[src/rtl/vga_timing_gen_if.sv]
// VGA timing bundle: syncs, blank, pixel clock, pixel coordinates and per-frame tick.
// The timing generator drives the master side; pixel/colour consumers use the slave side.
interface vga_timing_gen_if;
  logic       VGA_CLK;
  logic       VGA_HS;
  logic       VGA_VS;
  logic       VGA_BLANK_N;
  logic       VGA_SYNC_N;
  logic [9:0] DrawX;
  logic [9:0] DrawY;
  logic       frame_tick;

  modport master (
    output VGA_CLK, VGA_HS, VGA_VS, VGA_BLANK_N, VGA_SYNC_N,
    output DrawX, DrawY, frame_tick
  );

  modport slave (
    input VGA_CLK, VGA_HS, VGA_VS, VGA_BLANK_N, VGA_SYNC_N,
    input DrawX, DrawY, frame_tick
  );
endinterface

[src/rtl/vga_timing_gen.sv]
// 640x480@60Hz VGA timing from a 50 MHz clock (one pixel every second Clk) plus a frame tick.
// Define VGA_SYNC_DELAY_EN to delay HS/VS/BLANK_N by one pixel to match a registered RGB stage.
module vga_timing_gen #(
  parameter int H_VISIBLE = 640,
  parameter int H_FP      = 16,
  parameter int H_SYNC    = 96,
  parameter int H_BP      = 48,
  parameter int V_VISIBLE = 480,
  parameter int V_FP      = 10,
  parameter int V_SYNC    = 2,
  parameter int V_BP      = 33
) (
  input  logic              Clk,
  input  logic              Reset,
  vga_timing_gen_if.master  vga
);

  localparam int H_TOTAL = H_VISIBLE + H_FP + H_SYNC + H_BP;
  localparam int V_TOTAL = V_VISIBLE + V_FP + V_SYNC + V_BP;

  localparam logic [9:0] H_LAST   = 10'(H_TOTAL - 1);
  localparam logic [9:0] V_LAST   = 10'(V_TOTAL - 1);
  localparam logic [9:0] H_VIS    = 10'(H_VISIBLE);
  localparam logic [9:0] V_VIS    = 10'(V_VISIBLE);
  localparam logic [9:0] HS_FIRST = 10'(H_VISIBLE + H_FP);
  localparam logic [9:0] HS_LAST  = 10'(H_VISIBLE + H_FP + H_SYNC - 1);
  localparam logic [9:0] VS_FIRST = 10'(V_VISIBLE + V_FP);
  localparam logic [9:0] VS_LAST  = 10'(V_VISIBLE + V_FP + V_SYNC - 1);

  logic       pix_en;
  logic       vga_clk_q;
  logic [9:0] x_q, y_q;
  logic [9:0] x_nxt, y_nxt;
  logic       hs_q, vs_q, blank_n_q, tick_q;
  logic       hs_nxt, vs_nxt, blank_n_nxt;

  // Next-pixel position and its decode; the syncs are registered from these so they
  // line up with DrawX/DrawY on the same edge.
  // NOTE: every always_comb output gets a default first so no path can infer a latch.
  always_comb begin
    x_nxt = x_q + 10'd1;
    y_nxt = y_q;
    if (x_q == H_LAST) begin
      x_nxt = '0;
      y_nxt = (y_q == V_LAST) ? '0 : y_q + 10'd1;
    end
    hs_nxt      = !((x_nxt >= HS_FIRST) && (x_nxt <= HS_LAST));
    vs_nxt      = !((y_nxt >= VS_FIRST) && (y_nxt <= VS_LAST));
    blank_n_nxt = (x_nxt < H_VIS) && (y_nxt < V_VIS);
  end

  // NOTE: state registers use non-blocking assignments so every flop samples pre-edge values.
  always_ff @(posedge Clk or negedge Reset) begin
    if (!Reset) begin
      pix_en    <= 1'b0;
      vga_clk_q <= 1'b0;
      x_q       <= '0;
      y_q       <= '0;
      hs_q      <= 1'b1;
      vs_q      <= 1'b1;
      blank_n_q <= 1'b0;
      tick_q    <= 1'b0;
    end else begin
      pix_en    <= ~pix_en;
      vga_clk_q <= pix_en;
      tick_q    <= pix_en && (x_nxt == '0) && (y_nxt == V_VIS);
      if (pix_en) begin
        x_q       <= x_nxt;
        y_q       <= y_nxt;
        hs_q      <= hs_nxt;
        vs_q      <= vs_nxt;
        blank_n_q <= blank_n_nxt;
      end
    end
  end

`ifdef VGA_SYNC_DELAY_EN
  logic hs_d, vs_d, blank_n_d;

  always_ff @(posedge Clk or negedge Reset) begin
    if (!Reset) begin
      hs_d      <= 1'b1;
      vs_d      <= 1'b1;
      blank_n_d <= 1'b0;
    end else if (pix_en) begin
      hs_d      <= hs_q;
      vs_d      <= vs_q;
      blank_n_d <= blank_n_q;
    end
  end

  assign vga.VGA_HS      = hs_d;
  assign vga.VGA_VS      = vs_d;
  assign vga.VGA_BLANK_N = blank_n_d;
`else
  assign vga.VGA_HS      = hs_q;
  assign vga.VGA_VS      = vs_q;
  assign vga.VGA_BLANK_N = blank_n_q;
`endif

  assign vga.VGA_CLK    = vga_clk_q;
  assign vga.VGA_SYNC_N = 1'b0;
  assign vga.DrawX      = x_q;
  assign vga.DrawY      = y_q;
  assign vga.frame_tick = tick_q;

endmodule

[src/flat_wrapper.sv]
// flat-port wrapper written by rule: the top's interface ports become plain ports
module vga_timing_gen_flat 
#(
  parameter int H_VISIBLE = 640,
  parameter int H_FP      = 16,
  parameter int H_SYNC    = 96,
  parameter int H_BP      = 48,
  parameter int V_VISIBLE = 480,
  parameter int V_FP      = 10,
  parameter int V_SYNC    = 2,
  parameter int V_BP      = 33
)
  (Clk, Reset, vga_VGA_CLK, vga_VGA_HS, vga_VGA_VS, vga_VGA_BLANK_N, vga_VGA_SYNC_N, vga_DrawX, vga_DrawY, vga_frame_tick);
  vga_timing_gen_if vga_i ();
  input  logic Clk;
  input  logic Reset;
  output wire logic [$bits(vga_i.VGA_CLK)-1:0] vga_VGA_CLK;
  output wire logic [$bits(vga_i.VGA_HS)-1:0] vga_VGA_HS;
  output wire logic [$bits(vga_i.VGA_VS)-1:0] vga_VGA_VS;
  output wire logic [$bits(vga_i.VGA_BLANK_N)-1:0] vga_VGA_BLANK_N;
  output wire logic [$bits(vga_i.VGA_SYNC_N)-1:0] vga_VGA_SYNC_N;
  output wire logic [$bits(vga_i.DrawX)-1:0] vga_DrawX;
  output wire logic [$bits(vga_i.DrawY)-1:0] vga_DrawY;
  output wire logic [$bits(vga_i.frame_tick)-1:0] vga_frame_tick;
  assign vga_VGA_CLK = vga_i.VGA_CLK;
  assign vga_VGA_HS = vga_i.VGA_HS;
  assign vga_VGA_VS = vga_i.VGA_VS;
  assign vga_VGA_BLANK_N = vga_i.VGA_BLANK_N;
  assign vga_VGA_SYNC_N = vga_i.VGA_SYNC_N;
  assign vga_DrawX = vga_i.DrawX;
  assign vga_DrawY = vga_i.DrawY;
  assign vga_frame_tick = vga_i.frame_tick;
  vga_timing_gen #(.H_VISIBLE(H_VISIBLE), .H_FP(H_FP), .H_SYNC(H_SYNC), .H_BP(H_BP), .V_VISIBLE(V_VISIBLE), .V_FP(V_FP), .V_SYNC(V_SYNC), .V_BP(V_BP)) u_core (.Clk(Clk), .Reset(Reset), .vga(vga_i));
endmodule
[config.mk]
export PLATFORM = sky130hd
export DESIGN_NAME = vga_timing_gen_flat
export DESIGN_NICKNAME = d
export VERILOG_FILES = /design/src/rtl/vga_timing_gen_if.sv /design/src/rtl/vga_timing_gen.sv /design/src/flat_wrapper.sv
export SDC_FILE = /design/constraint.sdc
export NUM_CORES = 1
export LEC_CHECK = 0
export CAP_MARGIN = 20
export CORE_ASPECT_RATIO = 0.75
export CORE_MARGIN = 2
export CORE_UTILIZATION = 49
export DETAILED_ROUTE_END_ITERATION = 10
export PLACE_DENSITY_LB_ADDON = 0.25
export SYNTH_ARGS = -nofsm -noshare
export SYNTH_HDL_FRONTEND = slang
export SYNTH_SLANG_ARGS = --single-unit
[constraint.sdc]
create_clock -name Clk -period 2.14 [get_ports Clk]
set_input_delay 0.428 -clock Clk [delete_from_list [all_inputs] [get_ports Clk]]
set_output_delay 0.428 -clock Clk [all_outputs]
set_load 0.01 [all_outputs]
==> flow_summary.ini, run 1 <==
[power]
swShare_pct = 19.9
p_leak_nw = 1.00
powerDensity_mw_per_mm2 = 332
vdd_ir_drop_max_uv = 430
power_uw = 822
seqPwrFrac_pct = 59.7
p_clk_share_pct = 38.7
p_comb_share_pct = 1.6
intPower_uw = 658
power.switching_uw = 164

[critical_path]
cp-start-kind = flip-flop
cpPeakStageDelay_ns = 0.39
reg2reg_to = u_core.vga.VGA_BLANK_N
cp_cell_sequence = ha_4 > nand4_1 > buf_6 > buf_4 > o21a_1 > o311ai_2 > o311ai_1 > o32ai_1
crit_arrival_ns = 2.29
rr_worst_depth = 8
crit_cells = 8
endpoint_kind = flip-flop
critical_path.slowest_cell = dfrtp_2
path_class = reg -> reg
required_ns = 2.31
ff2ff_setup_slack_ns = 0.02
critPathTopFamily = compound AO/OA/AOI/OAI gates
r2r-start = u_core.vga.DrawX[1]
cp_max_fo = 3
cp.buffers_inverters = 2

[timing]
hold_viol_final = 0
slew_viol_final = 0
tightest_slew_ns = 0.499
final.min_clock_period_ns = 2.12
setup_violations = 0
finalWorstSetupSlack_ns = 0.0182
holdWs_ns = 0.494
slew_headroom_pct = 66.5
fmax_ghz = 0.471
skew_ns = 0.00331
rsz0062_at_grt = true
finalCritPeriodShare_pct = 99.1
tns_ns = 0

[global_route]
grt_max_degree = 27
grt-ovfl-total = 0
antenna_found_initial = 0
grt_pass1_wl_um = 7770
grt_pass1_vias = 1623
grt_usage_pct = 23.6

[final_layout]
finish.utilization_pct = 68.1
layout-drive-gt1-share_pct = 26.8
nets = 265
insertedDiodeCount = 0
area_delta_synth_final_pct = 34.1

[clocking]
htree_levels = 1
clkTransAtPathRegs_ns = 0.09
clock_latency_ns = 0.27
cts-buffers-inserted = 3
cts_sinks = 26
cts_root_buf = clkbuf_8
cts_tree = built
clockBufferDepth = 2

[placed_design]
hpwl_um = 3460
dp_slack_ns = -0.0238
routabilityCongestion = 0.950
portBuffers = 26

[logic_synthesis]
synthXorXnorAreaFrac_pct = 7.59
syn-mean-instance-area_um2 = 8.92
async_reset_ff_share_pct = 100
synth_compound_area_share_pct = 16.3
synth_area_leaders = dfrtp_1, xnor2_1, nand2_1
synth_cell_types = 55
ys_ff_latch = 26
synth_top_area_cell = dfrtp_1
synth_cells = 207
ys_warn_count = 0
synth_fa_ha_area_share_pct = 3.39
synthSimpleGateAreaFrac_pct = 26.2
synth-edff-count = 0
syn-cell-area_mm2 = 0.00185
synthMuxAreaShare_pct = 0.542
synth.top_cell.area_share_pct = 32.5
ys_seq_area_share_pct = 35.4
synth_top_family_by_area = simple AND/OR/NAND/NOR gates
synth_ff_type = dfrtp_1
syn_nets = 214

[floorplanning]
die_y_um = 57.2
core.rowCount = 19
num_io_pins = 28
die_x_um = 74.9
initial_core_util_pct = 50.8
core_mm2 = 0.00364
die-area_mm2 = 0.00428

[drt]
post_drt_via_cell_ratio = 5.83
wl_met1_um = 2260
drt_wl_total_um = 4970
top_layer_used = met4
wl_met3_um = 361
drcViolationCount = 0
antenna_left = 0
drtIter0Drc = 286
wl_met2_um = 2280
wire_per_inst_um = 16.1
drt-pass1-iter-count = 4
dr_total_vias = 1801

[min_path]
holdPathStages = 2
hp-class = reg -> reg
holdPathEnd = u_core.vga.VGA_VS
min_from = u_core.vga.VGA_VS

[flow_run]
cap_violations = 0

[run_status]
status = finished, final reports clean
cell usage in the layout, fill, tap and decap left out, types with 5 or more instances in the layout:
master,instances
buf_4,38
clkdlybuf4s50_1,26
nand2_1,23
dfrtp_1,22
nand3_1,11
xnor2_1,11
inv_1,9
nor2_1,8
o21ai_0,8
o31ai_1,6
a31oi_1,5
routing by layer:
metal / GRT usage [%] / vias up
li1: - / 852
met1: 35.2 / 856
met2: 36.3 / 87
met3: 4.77 / 6
met4: 3.57 / 0
met5: 0 / -
worst max path at each step:
stage / startpoint / endpoint / slack [ns]
6_report: u_core.vga.DrawX[1] / u_core.vga.VGA_BLANK_N / 0.02
5_1_grt: u_core.vga.DrawY[1] / u_core.vga.VGA_BLANK_N / -0.06
4_1_cts: u_core.vga.DrawX[0] / u_core.vga.frame_tick / 0.01
3_5_place_dp: u_core.vga.DrawX[0] / u_core.vga.frame_tick / -0.02
3_3_place_gp: u_core.vga.DrawX[0] / u_core.vga.frame_tick / -0.02
2_1_floorplan: u_core.vga.DrawX[6] / u_core.vga.VGA_VS / 0.002
synth_stat cells, types with 4 or more instances:
cell type,count
nand2_1,23
buf_6,6
ha_1,5
dfrtp_1,24
o31ai_1,6
nand3_1,11
nor3_1,4
xnor2_1,12
clkbuf_1,6
o21ai_0,8
or3_1,4
buf_4,4
inv_1,9
nand4_1,4
nor4_1,6
nor2_1,8
xor2_1,4
a31oi_1,5
through the flow:
stage / cells / area [um2]
after floorplan: 207 / 1860
after global placement: 300 / 2280
after detailed placement: 300 / 2280
after CTS: 304 / 2340
after global routing: 309 / 2480
final: 309 / 2480
power groups by stage:
stage / clock [mW] / sequential (mW) / combinational (mW)
after floorplan: 0 / 0.501 / 0.00212
after global placement: 0 / 0.501 / 0.0136
after detailed placement: 0 / 0.501 / 0.0138
after CTS: 0.332 / 0.491 / 0.0139
after global routing: 0.351 / 0.491 / 0.0158
final: 0.318 / 0.491 / 0.0131
layout make-up:
cell class	count	area (um2)
fillers	268	1160
multi-input cells	152	1100
flip-flops and latches	26	656
repair buffers	66	568
well taps	52	65.1
clock buffers	4	55.1
inverters	9	33.8
worst min-delay path: cells and delay by family, from the launching register on:
kind | cells | cell delay [ns]
AOI/OAI and AO/OA | 1 | 0.05
and+or+nand+nor | 1 | 0.08
DFF | 1 | 0.38
sequential cells by signal, indices dropped and copies added (netlist names):
name,cells
u_core.vga.VGA_HS,1
u_core.vga.frame_tick,1
u_core.vga.DrawX,10
u_core.vga.VGA_BLANK_N,1
u_core.vga.DrawY,10
u_core.vga.VGA_VS,1
u_core.pix_en,1
u_core.vga.VGA_CLK,1
logic make-up (layout without fill, tap and decap cells):
| kind of cell | Yosys count | count (layout) |
|---|---|---|
| flip-flops | 26 | 26 |
| XOR/XNOR | 16 | 16 |
| AND/OR/NAND/NOR | 86 | 86 |
| AO/OA/AOI/OAI | 43 | 43 |
| adder cells (fa/ha/maj) | 5 | 5 |
| other | 1 | 1 |
| buffers and inverters | 29 | 79 |
| multiplexers | 1 | 1 |
repair_timing:
item / CTS / global route
setup buffers: 0 / 5
gates resized for setup: 2 / 18
hold buffers: 0 / 0
setup endpoints to repair: 1 / 5
pin swaps: 0 / 9
Note: power is estimated with default switching activity, not from simulation.
==> inputs of run 2 (changes only) <==
--- a/config.mk
+++ b/config.mk
@@ -5,6 +5,7 @@
 export SDC_FILE = /design/constraint.sdc
 export NUM_CORES = 1
 export LEC_CHECK = 0
+export ABC_AREA = 1
 export CAP_MARGIN = 20
 export CORE_ASPECT_RATIO = 0.75
 export CORE_MARGIN = 2
==> flow_summary.ini, run 2 <==
[critical_path]
reg2reg_to = u_core.vga.VGA_BLANK_N
crit_arrival_ns = 2.06
ff2ff_setup_slack_ns = 0.24
cp-start-kind = flip-flop
cp.buffers_inverters = 0
cp_max_fo = 15
critical_path.slowest_cell = dfrtp_1
critPathMostFrequentCell = nand2_1
r2r-start = u_core.vga.DrawX[1]
cpPeakStageDelay_ns = 0.45
endpoint_kind = flip-flop
critPathTopFamily = simple AND/OR/NAND/NOR gates
path_class = reg -> reg
rr_worst_depth = 10
cp_cell_sequence = ha_1 > nand3_1 > nor2_4 > nand2_4 > nand2_1 > nand2_1 > nor2_2 > nand3_1 > nand2_1 > nand2_1
required_ns = 2.30

[logic_synthesis]
ys_warn_count = 0
syn-cell-area_mm2 = 0.00190
ys_seq_area_share_pct = 34.3
synth.most_common_cell = nand2_1
synth_top_area_cell = dfrtp_1
ys_ff_latch = 26
synth-edff-count = 0
synth_ff_type = dfrtp_1
synth.top_cell.area_share_pct = 31.5
synth_area_leaders = dfrtp_1, nand2_1, nand3_1
async_reset_ff_share_pct = 100
synth_cell_types = 30
synth_common_cells = nand2_1, inv_1, nor2_1, dfrtp_1, nand3_1
syn_nets = 296
syn-mean-instance-area_um2 = 6.59
synth_cells = 289

[power]
intPower_uw = 658
p_leak_nw = 1.11
p_comb_share_pct = 1.6
power.switching_uw = 156
p_clk_share_pct = 38.1
vdd_ir_drop_max_uv = 307
seqPwrFrac_pct = 60.3
swShare_pct = 19.2
powerDensity_mw_per_mm2 = 353

[global_route]
use_met1_pct = 37.8
grt_max_degree = 28
met3_usage_pct = 4.52
antenna_found_initial = 0
grt_pass1_wl_um = 8490
grt_use_met2_pct = 36.5
top_usage_layer = met1
grt_usage_pct = 24.2
grt-ovfl-total = 0
grt_pass1_vias = 1728

[floorplanning]
die_y_um = 58.0
die_x_um = 76.0
num_io_pins = 28
die-area_mm2 = 0.00441
core_mm2 = 0.00368
core.rowCount = 19
initial_core_util_pct = 51.7

[timing]
rsz0062_at_grt = false
setup_violations = 0
final.min_clock_period_ns = 1.90
tns_ns = 0
fmax_ghz = 0.527
skew_ns = 0.00770
slew_viol_final = 0
hold_viol_final = 0
finalCritPeriodShare_pct = 88.7

[min_path]
min_from = u_core.vga.VGA_HS
hp-class = reg -> reg
holdPathStages = 2
holdPathEnd = u_core.vga.VGA_HS

[final_layout]
layout-drive-gt1-share_pct = 9.09
insertedDiodeCount = 0
finish.utilization_pct = 62.6
fillCellCount = 333
area_delta_synth_final_pct = 21.2
nets = 327
final_common_cell = nand2_1
layout_common_cells = nand2_1, inv_1, nor2_1, clkdlybuf4s50_1

[drt]
drt_wl_total_um = 4880
post_drt_via_cell_ratio = 5.21
antenna_left = 0
wire_per_inst_um = 13.1
drt-pass1-iter-count = 4
drcViolationCount = 0
dr_total_vias = 1932
drtIter0Drc = 220

[clocking]
cts_root_buf = clkbuf_8
cts_tree = built
cts-resized-gates = 0
cts-buffers-inserted = 3
cts_sinks = 26
clockBufferDepth = 2
clkTransAtPathRegs_ns = 0.09
clock_latency_ns = 0.27
htree_levels = 1

[placed_design]
portBuffers = 26
hpwl_um = 3660
routabilityCongestion = 0.973

[run_status]
status = finished, final reports clean

[flow_run]
cap_violations = 0
[run 2: how the worst max path moves through the flow]
stage / start / endpoint / cells after the start
global placement: u_core.vga.DrawX[1] / u_core.vga.frame_tick / 10
global route: u_core.vga.DrawX[1] / u_core.vga.VGA_BLANK_N / 10
CTS: u_core.vga.DrawX[1] / u_core.vga.frame_tick / 10
floorplan: u_core.vga.DrawX[0] / u_core.vga.VGA_BLANK_N / 11
finish: u_core.vga.DrawX[1] / u_core.vga.VGA_BLANK_N / 10
detailed placement: u_core.vga.DrawX[1] / u_core.vga.frame_tick / 10
[run 2: layout make-up]
type,count,area [um2],area share (%)
timing repair buffer,34,333,14.4
tap,52,65.1,2.82
sequential,26,653,28.3
inverter,32,120,5.21
clock buffer,4,55.1,2.39
multi-input combinational,223,1080,46.9
[run 2: kinds of logic after synthesis]
group | count (synthesis) | share of synthesized area [%]
buffers and inverters | 40 | 8.93
AOI/OAI and AO/OA | 32 | 8.94
adders and majority gates | 5 | 3.29
xor gates and xnor gates | 3 | 1.38
and+or+nand+nor | 182 | 43.0
other | 1 | 0.197
DFF | 26 | 34.3
[run 2: worst reg2reg max path, delay by kind of cell, from the launching register on]
family,cells,cell delay [ns]
and+or+nand+nor,9,1.08
DFF,1,0.45
adders and majority gates,1,0.26
[run 2: repair_timing]
action                                  4_1_cts  5_1_grt
endpoints found under the setup margin        0        1
hold buffers                                  0        0
buffers inserted                              0        2
[run 2: per-stage QoR]
| step | power (mW) | hold WS, ns | instances | worst slack [ns] | instance area [um2] |
|---|---|---|---|---|---|
| 2_1_floorplan | 0.503 | 0.132 | 289 | 0.358 | 1900 |
| 3_3_place_gp | 0.514 | 0.480 | 365 | 0.279 | 2220 |
| 3_5_place_dp | 0.514 | 0.479 | 365 | 0.227 | 2220 |
| 4_1_cts | 0.825 | 0.496 | 369 | 0.211 | 2280 |
| 5_1_grt | 0.856 | 0.520 | 371 | 0.0585 | 2310 |
| 6_report | 0.814 | 0.496 | 371 | 0.243 | 2310 |
[run 2: per-layer routing]
metal	vias to the layer above	part of all wire, %
met5	-	0
met4	0	0.29
met3	2	7.6
met2	78	41
met1	867	51
li1	985	-
[run 2: power by group through the flow]
stage | logic (mW) | clock network [mW] | registers [mW]
floorplan | 0.00212 | 0 | 0.501
global placement | 0.0136 | 0 | 0.501
detailed placement | 0.0136 | 0 | 0.501
CTS | 0.0137 | 0.320 | 0.491
global route | 0.0155 | 0.350 | 0.491
finish | 0.0128 | 0.310 | 0.491
==> inputs of run 3 (changes only) <==
--- a/config.mk
+++ b/config.mk
@@ -12,6 +12,8 @@
 export CORE_UTILIZATION = 49
 export DETAILED_ROUTE_END_ITERATION = 10
 export PLACE_DENSITY_LB_ADDON = 0.25
+export SLEW_MARGIN = 10
 export SYNTH_ARGS = -nofsm -noshare
 export SYNTH_HDL_FRONTEND = slang
 export SYNTH_SLANG_ARGS = --single-unit
+export TNS_END_PERCENT = 10
==> results of run 3 <==
No change in the layout: final DEF, timing and power equal those of run 2.
